`config.mk`:
```
export PLATFORM = sky130hd
export DESIGN_NAME = regfile_writeback
export DESIGN_NICKNAME = d
export VERILOG_FILES = /design/src/rtl/regfile_writeback.sv
export SDC_FILE = /design/constraint.sdc
export NUM_CORES = 1
export LEC_CHECK = 0
export CELL_PAD_IN_SITES_DETAIL_PLACEMENT = 1
export CELL_PAD_IN_SITES_GLOBAL_PLACEMENT = 1
export CORE_MARGIN = 3
export CORE_UTILIZATION = 48
export CTS_CLUSTER_SIZE = 8
export DETAILED_ROUTE_END_ITERATION = 6
export GPL_TIMING_DRIVEN = 0
export PLACE_DENSITY = 0.89
export SYNTH_ARGS = -nofsm -noshare
export SYNTH_HDL_FRONTEND = slang
export SYNTH_SLANG_ARGS = --single-unit
```
`constraint.sdc`:
```
create_clock -name clock -period 4.5 [get_ports clock]
set_input_delay 0.9 -clock clock [delete_from_list [all_inputs] [get_ports clock]]
set_output_delay 0.9 -clock clock [all_outputs]
set_load 0.03 [all_outputs]
```
`src/rtl/regfile_writeback.sv`:
```
// Purpose: in-order writeback queue that arbitrates ALU and load results and drives the register file write port from flops.
// Latency: a result accepted at edge k into an empty queue with wbStall low is written at edge k+1 (regWrite high k+1..k+2), 1 write/cycle.
// Backpressure: both readies drop when the registered count shows the queue full; wbStall freezes retirement without losing entries.
module regfile_writeback #(
    parameter int DATA_WIDTH = 32,
    parameter int ADDR_WIDTH = 6,
    parameter int NUM_REGS   = 32,
    parameter int FIFO_DEPTH = 4
) (
    input  logic                  clock,
    input  logic                  resetN,
    input  logic                  aluValid,
    output logic                  aluReady,
    input  logic [ADDR_WIDTH-1:0] aluRd,
    input  logic [DATA_WIDTH-1:0] aluData,
    input  logic                  memValid,
    output logic                  memReady,
    input  logic [ADDR_WIDTH-1:0] memRd,
    input  logic [DATA_WIDTH-1:0] memData,
    input  logic                  wbStall,
    output logic [ADDR_WIDTH-1:0] writeRegister,
    output logic [DATA_WIDTH-1:0] writeData,
    output logic                  regWrite,
    output logic [NUM_REGS-1:0]   pendingMask
);

    localparam int PTR_W = $clog2(FIFO_DEPTH);
    localparam logic [PTR_W:0] DEPTH_CNT = (PTR_W+1)'(FIFO_DEPTH);
    localparam logic [NUM_REGS-1:0] REG_ONE = NUM_REGS'(1);

    typedef enum logic {SRC_MEM = 1'b0, SRC_ALU = 1'b1} src_t;

    typedef struct packed {
        logic [ADDR_WIDTH-1:0] rd;
        logic [DATA_WIDTH-1:0] data;
    } wbEntry_t;

    wbEntry_t              queue [FIFO_DEPTH];
    logic [PTR_W-1:0]      headPtr;
    logic [PTR_W-1:0]      tailPtr;
    logic [PTR_W:0]        count;
    src_t                  rr;
    logic                  full;
    logic                  aluFire;
    logic                  memFire;
    logic                  push;
    logic                  pop;
    wbEntry_t              pushEntry;
    wbEntry_t              headEntry;
    logic [FIFO_DEPTH-1:0] slotLive;

    // Register 0 is hardwired and addresses past the register file are dropped at retirement.
    function automatic logic rdValid(input logic [ADDR_WIDTH-1:0] rd);
        return (rd != '0) && ({{(32-ADDR_WIDTH){1'b0}}, rd} < 32'(NUM_REGS));
    endfunction

    // Full uses the registered count only, so a same-cycle pop never opens a slot.
    assign full      = (count == DEPTH_CNT);
    assign aluReady  = !full && (!memValid || rr == SRC_ALU);
    assign memReady  = !full && (!aluValid || rr == SRC_MEM);
    assign aluFire   = aluValid && aluReady;
    assign memFire   = memValid && memReady;
    assign push      = aluFire || memFire;
    assign pushEntry = aluFire ? '{rd: aluRd, data: aluData} : '{rd: memRd, data: memData};
    assign pop       = !wbStall && (count != '0);
    assign headEntry = queue[headPtr];

    // A slot holds a live entry when its distance from the head is below the count.
    for (genvar g = 0; g < FIFO_DEPTH; g++) begin : gSlot
        logic [PTR_W-1:0] offset;
        assign offset      = PTR_W'(g) - headPtr;
        assign slotLive[g] = ({1'b0, offset} < count);
    end

    // Queue payload storage; validity lives in the pointers and count, so no reset is needed here.
    always_ff @(posedge clock) begin
        if (push) begin
            queue[tailPtr] <= pushEntry;
        end
    end

    // Queue pointers, occupancy and round-robin state.
    always_ff @(posedge clock or negedge resetN) begin
        if (!resetN) begin
            headPtr <= '0;
            tailPtr <= '0;
            count   <= '0;
            rr      <= SRC_MEM;
        end else begin
            if (push) tailPtr <= tailPtr + PTR_W'(1);
            if (pop)  headPtr <= headPtr + PTR_W'(1);
            if (push && !pop)      count <= count + (PTR_W+1)'(1);
            else if (pop && !push) count <= count - (PTR_W+1)'(1);
            if (aluFire)      rr <= SRC_MEM;
            else if (memFire) rr <= SRC_ALU;
        end
    end

    // Register file port: every pop loads the head, only in-range non-zero targets assert the strobe.
    always_ff @(posedge clock or negedge resetN) begin
        if (!resetN) begin
            writeRegister <= '0;
            writeData     <= '0;
            regWrite      <= 1'b0;
        end else if (pop) begin
            writeRegister <= headEntry.rd;
            writeData     <= headEntry.data;
            regWrite      <= rdValid(headEntry.rd);
        end else begin
            regWrite      <= 1'b0;
        end
    end

    // Hazard mask: every live queued write plus the write currently on the port.
    always_comb begin
        pendingMask = '0;
        for (int i = 0; i < FIFO_DEPTH; i++) begin
            if (slotLive[i] && rdValid(queue[i].rd)) begin
                pendingMask = pendingMask | (REG_ONE << queue[i].rd);
            end
        end
        if (regWrite) begin
            pendingMask = pendingMask | (REG_ONE << writeRegister);
        end
    end

endmodule

```
==> insert_results.sql <==
INSERT INTO impl_metrics (metric_group, metric, value, unit) VALUES
('synth', 'syn_nets', '719', ''),
('route', 'initialDrtViolationCount', '836', ''),
('critical_path', 'critical-path-max-stage-delay', '700', 'ps'),
('power_and_ir_drop', 'overall_power_consumption', '8.95', 'mW'),
('layout', 'layout-drive-gt1-share', '23.7', '%'),
('grt', 'globalRouteOverflowTotal', '0', ''),
('critical_path', 'worstPathCellList', 'clkbuf_2, buf_4, inv_1, ha_1, a21oi_1, o21ai_1, nand4b_1, buf_4, o22ai_1, or3_1, clkdlybuf4s50_1', ''),
('critical_path', 'critPathCaptureType', 'output pin', ''),
('synth', 'synth_compound_gate_area_share', '6.54', '%'),
('flow_run', 'drv_cap', '0', ''),
('synth', 'post_synth_num_cell_types', '48', ''),
('cts', 'numCtsBuffers', '17', ''),
('grt', 'antenna_violations_before_repair', '0', ''),
('synth', 'yosys.area_share.adder', '1.42', '%'),
('synth', 'synth_ff_type', 'sky130_fd_sc_hd__edfxtp_1', ''),
('power_and_ir_drop', 'internal-power', '5.23', 'mW'),
('route', 'ant_nets', '0', ''),
('power_and_ir_drop', 'static-leakage-power', '4.44', 'nW'),
('synth', 'synth_cell_area', '0.00935', 'mm^2'),
('route', 'detail_route.drc_violations', '0', ''),
('cts', 'clk_latency', '440', 'ps'),
('timing', 'fin_skew', '12.8', 'ps'),
('synth', 'ys_ff_latch', '199', ''),
('synth', 'yosys_warnings', '0', ''),
('grt', 'global_route_wire_length_before_repair', '52400', 'um'),
('layout', 'layout.filler_cells', '1730', ''),
('cts', 'clk_path_buf_depth', '2', ''),
('timing', 'final-setup-viol-count', '0', ''),
('critical_path', 'startpoint_type', 'flip-flop', ''),
('floorplan', 'number_of_placement_rows', '50', ''),
('cts', 'numClockSinks', '199', ''),
('outcome', 'outcome', 'complete, no violations', ''),
('layout', 'mostFrequentLayoutCell', 'sky130_fd_sc_hd__edfxtp_1', ''),
('critical_path', 'rr_worst_depth', '9', ''),
('synth', 'top_cells_by_area_in_the_synthesized_netlist', 'sky130_fd_sc_hd__edfxtp_1 (49%), sky130_fd_sc_hd__dfrtp_1 (13%), sky130_fd_sc_hd__mux2_2 (9.2%)', ''),
('route', 'routed_wirelength', '35300', 'um'),
('synth', 'synthCells', '628', ''),
('timing', 'worst_pin_slew', '1030', 'ps'),
('synth', 'main_combinational_cell_family_by_area_after_synthesis', 'multiplexers', ''),
('cts', 'worst_setup_hold_path_clk_slew', '80', 'ps'),
('placed_design', 'detailedPlacementHpwl', '23000', 'um'),
('floorplan', 'fp.coreArea', '0.0189', 'mm^2'),
('grt', 'grtUsageTotal', '33.5', '%'),
('power_and_ir_drop', 'total_switching_power', '3.71', 'mW'),
('critical_path', 'critPathSlowestCell', 'sky130_fd_sc_hd__clkdlybuf4s50_1', ''),
('synth', 'synth-edff-count', '152', ''),
('hold_path', 'worstHoldPathType', 'input port to asynchronous set/reset pin', ''),
('route', 'via_count', '7090', ''),
('timing', 'timing.slew.headroom', '31.1', '%'),
('timing', 'fmaxAchievable', '228', 'MHz'),
('route', 'drt_first_pass_iters', '5', ''),
('synth', 'postSynth.asyncResetShare', '23.6', '%'),
('placed_design', 'gp_routability_congestion', '0.914', ''),
('cts', 'cts_root_buffer', 'sky130_fd_sc_hd__clkbuf_16', ''),
('critical_path', 'cp_data_required_time', '3600', 'ps'),
('critical_path', 'path_max_fanout', '10', ''),
('synth', 'yosys.area_share.xor_xnor', '0.656', '%'),
('power_and_ir_drop', 'power_switching_share', '41.5', '%'),
('power_and_ir_drop', 'irDropWorstVdd', '382', 'uV'),
('route', 'drt-wirelength-per-cell', '32.7', 'um'),
('placed_design', 'placement.io_buffers', '153', ''),
('timing', 'final.period_utilization', '97.3', '%'),
('cts', 'cts-htree-levels', '4', ''),
('grt', 'first_global_vias', '7625', ''),
('floorplan', 'design.portCount', '154', ''),
('power_and_ir_drop', 'clock_power_share', '17.7', '%'),
('power_and_ir_drop', 'share_comb_of_total_power', '46.4', '%'),
('synth', 'synth_top_area_share', '48.8', '%'),
('grt', 'grt_max_degree', '32', ''),
('layout', 'antenna_cells', '0', ''),
('synth', 'synth_top_area_cell', 'sky130_fd_sc_hd__edfxtp_1', '');
==> per-stage QoR <==
step	hold slack, ps	instance area (um^2)	setup WS [ps]	std cells
6_report	405	12000	123	1078
5_1_grt	425	12000	-33.5	1078
4_1_cts	404	12000	-4.49	1080
3_5_place_dp	501	11300	-406	1046
3_3_place_gp	491	11200	-711	1041
2_1_floorplan	496	9350	1040	628
==> synth_stat cells (9+ instances only) <==
library cell	count
sky130_fd_sc_hd__inv_1	12
sky130_fd_sc_hd__a211o_1	13
sky130_fd_sc_hd__nand2_1	26
sky130_fd_sc_hd__nor3_1	21
sky130_fd_sc_hd__mux4_2	38
sky130_fd_sc_hd__mux2_2	76
sky130_fd_sc_hd__o22ai_1	40
sky130_fd_sc_hd__edfxtp_1	152
sky130_fd_sc_hd__clkbuf_1	16
sky130_fd_sc_hd__buf_1	10
sky130_fd_sc_hd__ha_1	9
sky130_fd_sc_hd__or3_1	22
sky130_fd_sc_hd__nor2_1	33
sky130_fd_sc_hd__dfrtp_1	47
sky130_fd_sc_hd__nand3b_1	15
==> state kept, by name, indices dropped and copies added, names as in the netlist <==
name	flops
regWrite	1
rr	1
writeData	32
writeRegister	6
count	3
queue	152
tailPtr	2
headPtr	2
==> layout make-up <==
type                    count  area, um^2  area share [%]
flip-flops and latches    199        5740            47.7
multi-input cells         379        3530            29.4
repair buffers            160        1630            13.6
clock buffers              19         443            3.68
well taps                 260         325            2.70
plain buffers              35         163            1.35
clock inverters            13         150            1.25
inverters                  13        48.8           0.405
==> path summary, 6_finish.rpt <==
check,to,slack [ps],from
setup / recovery,pendingMask[31],120,headPtr[1]
hold / removal,writeData[26],410,resetN
setup reg to reg,count[1],1230,count[2]
hold reg to reg,writeData[31],530,writeData[31]
max in group asynchronous,writeData[17],3520,resetN
min in group clock,writeData[31],530,writeData[31]
==> power by group through the flow <==
stage               Combinational [mW]  Clock (mW)  Sequential (mW)
floorplan                         2.04           0             3.40
global placement                  3.59           0             3.12
detailed placement                3.88           0             3.17
CTS                               4.05        1.59             3.20
global route                      4.35        1.66             3.26
finish                            4.15        1.58             3.22
==> routing by layer <==
layer  up-vias  GRT usage [%]  wire length [um]
li1       2827              -                 -
met1      3655           40.9             12900
met2       507           59.9             18500
met3       101           6.20              2420
met4         0           12.2              1450
met5         -              0                 0
==> worst max-delay path, delay by kind of cell (launching register included) <==
| family | cells | cell delay (ps) |
|---|---|---|
| flops | 1 | 370 |
| compound gates | 3 | 580 |
| buf+inv | 5 | 1460 |
| simple gates | 2 | 320 |
| fa+ha+maj | 1 | 300 |
==> kinds of logic after synthesis <==
group / count (synthesis)
adder cells (fa/ha/maj): 10
AO/OA/AOI/OAI: 87
XOR/XNOR: 7
AND/OR/NAND/NOR: 159
buffers and inverters: 50
multiplexers: 116
flip-flops: 199
==> repair_timing <==
action                                  CTS  global route
gates resized for setup                  41            20
buffers inserted                          2             0
endpoints found under the setup margin   31            27
hold buffers                              0             0
pin swaps                                 2             1
hold endpoints to repair                  0             0
Power figures use the tool's default switching activity.
